$ cat src/rtl/updi_uart_rx.sv
// updi_uart_rx: UPDI serial receiver; deframes start/data/parity/stop, flags parity/framing errors and BREAK.
// Ports: clk/rst (sync, active-high); rx raw idle-high line; data/valid/ready character handshake;
// parity_err/frame_err per-character flags; overrun sticky drop flag; busy = FSM not idle.
module updi_uart_rx #(
  parameter int    CLK_DIV   = 16,
  parameter int    BITS      = 8,
  parameter string PARITY    = "even",
  parameter int    STOP_BITS = 2
) (
  input  logic            clk,
  input  logic            rst,
  input  logic            rx,
  output logic [BITS-1:0] data,
  output logic            valid,
  input  logic            ready,
  output logic            parity_err,
  output logic            frame_err,
  output logic            overrun,
  output logic            busy
);
  localparam int CW = $clog2(CLK_DIV);
  localparam int DW = $clog2(BITS + 1);
  localparam bit HAS_PAR = PARITY != "none";
  localparam bit ODD = PARITY == "odd";
  // Start-bit sample lands CLK_DIV/2 cycles after rx_s falls; one cycle is spent detecting the edge.
  localparam logic [CW-1:0] HALF = CW'(CLK_DIV / 2 - 2);
  localparam logic [CW-1:0] FULL = CW'(CLK_DIV - 1);
  localparam logic [DW-1:0] DLAST = DW'(BITS - 1);
  localparam logic [DW-1:0] SLAST = DW'(STOP_BITS - 1);

  typedef enum logic [2:0] {IDLE, START, DATA, PAR, STOP, DONE, WAIT_HIGH} state_t;

  state_t          state, state_n;
  logic            rx_m, rx_s, rx_p;
  logic [CW-1:0]   cnt;
  logic [DW-1:0]   dcnt;
  logic [BITS-1:0] sh;
  logic            pe, fe;
  logic            fall, tick, dlast, slast, par_exp, load;

  assign fall    = rx_p && !rx_s;
  assign tick    = cnt == '0;
  assign dlast   = dcnt == DLAST;
  assign slast   = dcnt == SLAST;
  assign par_exp = ODD ^ (^sh);
  // A completing frame may load whenever the holding register is empty or being drained this cycle.
  assign load    = state == DONE && (!valid || ready);

  always_ff @(posedge clk)
    if (rst) {rx_m, rx_s, rx_p} <= 3'b111;
    else     {rx_m, rx_s, rx_p} <= {rx, rx_m, rx_s};

  always_ff @(posedge clk)
    state <= rst ? IDLE : state_n;

  always_comb begin
    state_n = state;
    case (state)
      IDLE:      state_n = fall ? START : IDLE;
      START:     if (tick) state_n = rx_s ? IDLE : DATA;
      DATA:      if (tick && dlast) state_n = HAS_PAR ? PAR : STOP;
      PAR:       if (tick) state_n = STOP;
      STOP:      if (tick && slast) state_n = DONE;
      // A BREAK keeps the line low past the frame; wait it out so it yields a single character.
      DONE:      state_n = (fe && !rx_s) ? WAIT_HIGH : IDLE;
      WAIT_HIGH: state_n = rx_s ? IDLE : WAIT_HIGH;
      default:   state_n = IDLE;
    endcase
  end

  always_comb busy = state != IDLE;

  always_ff @(posedge clk)
    if (rst) begin
      cnt  <= '0;
      dcnt <= '0;
      sh   <= '0;
      pe   <= 1'b0;
      fe   <= 1'b0;
    end else begin
      cnt  <= state == IDLE ? HALF : tick ? FULL : cnt - 1'b1;
      dcnt <= state == IDLE ? '0 :
              ((state == DATA || state == STOP) && tick) ? (((state == DATA) ? dlast : slast) ? '0 : dcnt + 1'b1) :
              dcnt;
      sh   <= (state == DATA && tick) ? {rx_s, sh[BITS-1:1]} : sh;
      pe   <= state == IDLE ? 1'b0 : (state == PAR && tick) ? rx_s != par_exp : pe;
      fe   <= state == IDLE ? 1'b0 : (state == STOP && tick && !rx_s) ? 1'b1 : fe;
    end

  always_ff @(posedge clk)
    if (rst) begin
      data       <= '0;
      valid      <= 1'b0;
      parity_err <= 1'b0;
      frame_err  <= 1'b0;
      overrun    <= 1'b0;
    end else begin
      if (load) begin
        data       <= sh;
        parity_err <= pe;
        frame_err  <= fe;
      end
      valid   <= load || (valid && !ready);
      overrun <= overrun || (state == DONE && !load);
    end
endmodule

$ cat config.mk
export PLATFORM = sky130hd
export DESIGN_NAME = updi_uart_rx
export DESIGN_NICKNAME = d
export VERILOG_FILES = /design/src/rtl/updi_uart_rx.sv
export SDC_FILE = /design/constraint.sdc
export NUM_CORES = 1
export LEC_CHECK = 0
export BUFFER_PORTS_ARGS = -buffer_cell sky130_fd_sc_hd__buf_4
export CAP_MARGIN = 20
export CORE_ASPECT_RATIO = 0.75
export CORE_MARGIN = 5
export CORE_UTILIZATION = 40
export CTS_CLUSTER_SIZE = 40
export DETAILED_ROUTE_END_ITERATION = 8
export PLACE_DENSITY = 0.58
export SYNTH_ARGS = -nofsm -noshare
export SYNTH_HDL_FRONTEND = slang
export SYNTH_SLANG_ARGS = --single-unit
$ cat constraint.sdc
create_clock -name clk -period 4.6 [get_ports clk]
set_clock_uncertainty 0.05 [all_clocks]
set_input_delay 0.92 -clock clk [delete_from_list [all_inputs] [get_ports clk]]
set_output_delay 0.92 -clock clk [all_outputs]
set_load 0.05 [all_outputs]
Yosys cells after proc, flatten, opt, wreduce, memory -nomap -nowiden
Cells that the tools add are included.

cells by class
  add/subtract/negate cells = 2
  equality and inequality tests = 13
  mux-type cells = 13
  reduce and logical (&&, ||, !) cells = 26

operators by type and width
  kind                   number
  $mux W3                7
  $pmux W3 S7            1
  $logic_and A1 B1 Y1    12
  $eq A3 B3 Y1 const B   3
  $mux W4                2
  $ne A2 B2 Y1 const B   4
  $reduce_xor A8 Y1      1
  $eq A3 B2 Y1 const B   2
  $add A4 B1 Y4 const B  1
  $eq A4 B1 Y1 const B   1
  $eq A4 B3 Y1 const B   1
  $logic_not A1 Y1       4
  $logic_not A4 Y1       1
  $logic_or A1 B1 Y1     4
  $reduce_and A4 Y1      1
  $sub A4 B1 Y4 const B  1
  $eq A3 B1 Y1 const B   1
  $logic_not A3 Y1       1
  $reduce_bool A3 Y1     1
  $mux W1                2
  $mux W2                1
  $reduce_or A2 Y1       1
  $ne A1 B1 Y1           1

word-level totals
  flip-flop bits (word level) = 36
  bits of input ports = 4
  logic and storage cells = 69

Longest topological paths before layout
  word-level depth = 6
  gate-level depth with buffers = 7
  depth with buffers taken out = 6

Least setup slack after synthesis
Ideal clock, no wire load.

  path kind = register to output
  start = register state[1]
  end = output port busy
  data arrival time = 1209 ps
  required time = 3630 ps
  path slack = 2421 ps
  cell stages (with the launch flop) = 4
  path buffers = 1
  cell sequence = dfxtp_1 -> buf_2 -> nor3_1 -> inv_1

on the way
  word-level cells in the longest chain between the ends = 1

RTL lines
  item                    RTL line  text
  start, declared         33        state_t state, state_n;
  start signal, assigned  54        state <= rst ? IDLE : state_n;
  $reduce_bool A3 Y1      71        always_comb busy = state != IDLE;
  end, declared           19        output logic busy

No other way between the ends.

Worst setup path in the final report
  start = register state[0]
  end = output port busy

The elaborated chain is that of the path after synthesis.

==> results.toml <==
[outcome]
status = "finished clean"

[synthesis]
yosys_register_bits = 36
syn_inst = 182
synthesis.area_um2 = 1710
synthFlopType = "dfxtp_1"
syn_nets = 189
yosysTopAreaCell = "dfxtp_1"
syn_area_per_cell_um2 = 9.41
synth_edf_count = 0
synthTopCellsByArea = "dfxtp_1, mux2i_1, a21oi_1, xnor2_1, nor2_1"
synth-seq-area-share = 0.421
synth_top_area_frac = 0.421
synthDistinctLibCells = 46
async_flop_share = 0
yosysMostFrequentCell = "dfxtp_1"
synth_warnings = 0
ys_top_cells_by_count = "dfxtp_1, nor2_1, a21oi_1, mux2i_1"

[clock_network]
clock-sinks = 36
cts_buffers = 5
cts_tree = "yes"
clockBufferDepth = 2
h-tree-depth = 2
cts_resized = 0
path_clk_slew_ps = 70
clock-root-buffer = "clkbuf_8"
cts_setup_buffers = 0
hold_buffers = 0
clk_latency_ps = 280

[timing]
worst_pin_slew_ps = 1010
rsz0062_at_grt = "false"
period_share = 0.612
slew_headroom = 0.325
fin_crit_ps = 2820
drv_slew = 0
tns_ps = 0
setup_viol = 0
hold_viol = 0
fmax_mhz = 355

[power]
p_seq_frac = 0.448
swShare = 0.351
p_per_area_nw_per_um2 = 435
p_sw_w = 0.000297
power.leakage_nw = 0.663
irDropWorstVdd_uv = 312
intPower_w = 0.000549
p_comb_frac = 0.268
clkPwrFrac = 0.284

[detailed_routing]
via_per_inst = 5.22
drtAntennaViolNets = 0
drcViolationCount = 0
num_vias = 1295
wirelength_um = 3280
avgRoutedWirePerCell_um = 13.2
drt_pass1_iterations = 4
dr.first_iter.drc_count = 94

[floorplan]
core_um2 = 4100
dieArea_um2 = 5700
start_util = 0.417
die_width_um = 85.6
die_h_um = 66.7
rows = 20
io_pins = 17

[global_routing]
grt_use_met3 = 0.0371
met2_usage = 0.189
track_usage = 0.127
met1_usage = 0.168
grt_max_degree = 36
grt_pass1_wl_um = 5640
antenna_found_initial = 0
top_usage_layer = "met2"
gr-total-overflow = 0
grt_pass1_vias = 1242

[setup_path]
critical_path_arrival_ps = 1850
cp-end-kind = "output port"
worstSetupStartpointType = "flop"
worstPathMaxFanout = 19
r2r-start = "state[2]$_SDFFE_PP0P_"
crit_required_ps = 3630
path_class = "reg2out"
crit_start = "state[0]$_SDFFE_PP0P_"

[cells_and_area]
nNetsFinal = 200
drive_gt1_frac = 0.197
final_area_um2 = 1940
area_growth_pct = 13.4
antenna_cells = 0
fillCellCount = 388

[hold_path]
hp-class = "reg2reg"
min_from = "rx_m$_SDFF_PP1_"

[placement]
place.port_buffers = 16
gp_congestion = 0.795
place_hpwl_um = 2370
placed_cell_area_um2 = 1850

[run]
drv_cap = 0
==> critical path, stage by stage (launching register included) <==
cell,delay (ps)
dfxtp_1,570
nor3_1,610
inv_1,160
buf_4,230
==> state kept, by name, indices dropped and copies added, names as in the netlist <==
signal and count:
cnt 4, data 8, dcnt 4, fe 1, frame_err 1, overrun 1
parity_err 1, pe 1, rx_m 1, rx_p 1, rx_s 1, sh 8
state 3, valid 1
==> per-stage QoR <==
step,worst slack [ps],std cells,util,power (W),hold slack [ps]
after floorplan,2420,182,-,0.000568,339
after global placement,2180,241,0.450,0.000605,345
after detailed placement,2100,241,0.450,0.000612,346
after CTS,1780,248,0.473,0.000853,363
after global routing,1590,248,0.473,0.000892,379
final,1780,248,0.473,0.000846,361
==> layout by cell type, fill, tap and decap left out, drive strengths merged, types with 2 or more instances in the layout <==
master,instances
nor2b,4
nand2,9
ha,3
o21a,3
nor3b,4
buf,17
mux2i,11
clkbuf,7
nor3,4
o31ai,3
nand2b,2
a211oi,4
nand3b,4
nor4b,3
nor4,2
o21ai,4
xnor2,9
inv,6
or2,3
nor2,18
or3b,2
nand3,9
dfxtp,36
a21oi,15
==> worst paths after layout <==
kind         slack, ps  depth (start not counted)              endpoint
max               1780                          3                  busy
min                360                          1       rx_s$_SDFF_PP1_
max reg2reg       2170                          4  data[5]$_SDFFE_PP0P_
min reg2reg        360                          1       rx_s$_SDFF_PP1_
==> metal layers <==
layer	part of all wire	up-vias
li1	-	657
met1	0.51	614
met2	0.43	16
met3	0.041	8
met4	0.019	0
met5	0	-
==> power groups by stage <==
stage | registers [W] | logic, W | clock network [W]
floorplan | 0.000351 | 0.000218 | 0
global placement | 0.000383 | 0.000221 | 0
detailed placement | 0.000385 | 0.000228 | 0
CTS | 0.000377 | 0.000229 | 0.000247
global route | 0.000383 | 0.000251 | 0.000258
finish | 0.000379 | 0.000227 | 0.000240
==> kinds of logic (layout without fill, tap and decap cells) <==
logic type                 count (synthesis)  in the layout  share of synthesized area
buffers and inverters                     19             30                     0.0526
xor gates and xnor gates                  11             11                     0.0687
and+or+nand+nor                           67             67                      0.240
DFF                                       36             36                      0.421
adders and majority gates                  3              3                     0.0219
muxes                                     11             11                     0.0643
AOI/OAI and AO/OA                         35             35                      0.132
==> area by class of cell <==
class / count / area (um2) / share of cell area
Clock buffer: 7 / 96.3 / 0.0496
Inverter: 6 / 22.5 / 0.0116
Multi-Input combinational cell: 127 / 907 / 0.467
Sequential cell: 36 / 721 / 0.371
Tap cell: 55 / 68.8 / 0.0354
Timing Repair Buffer: 17 / 128 / 0.0657
Note: power is estimated with default switching activity, not from simulation.
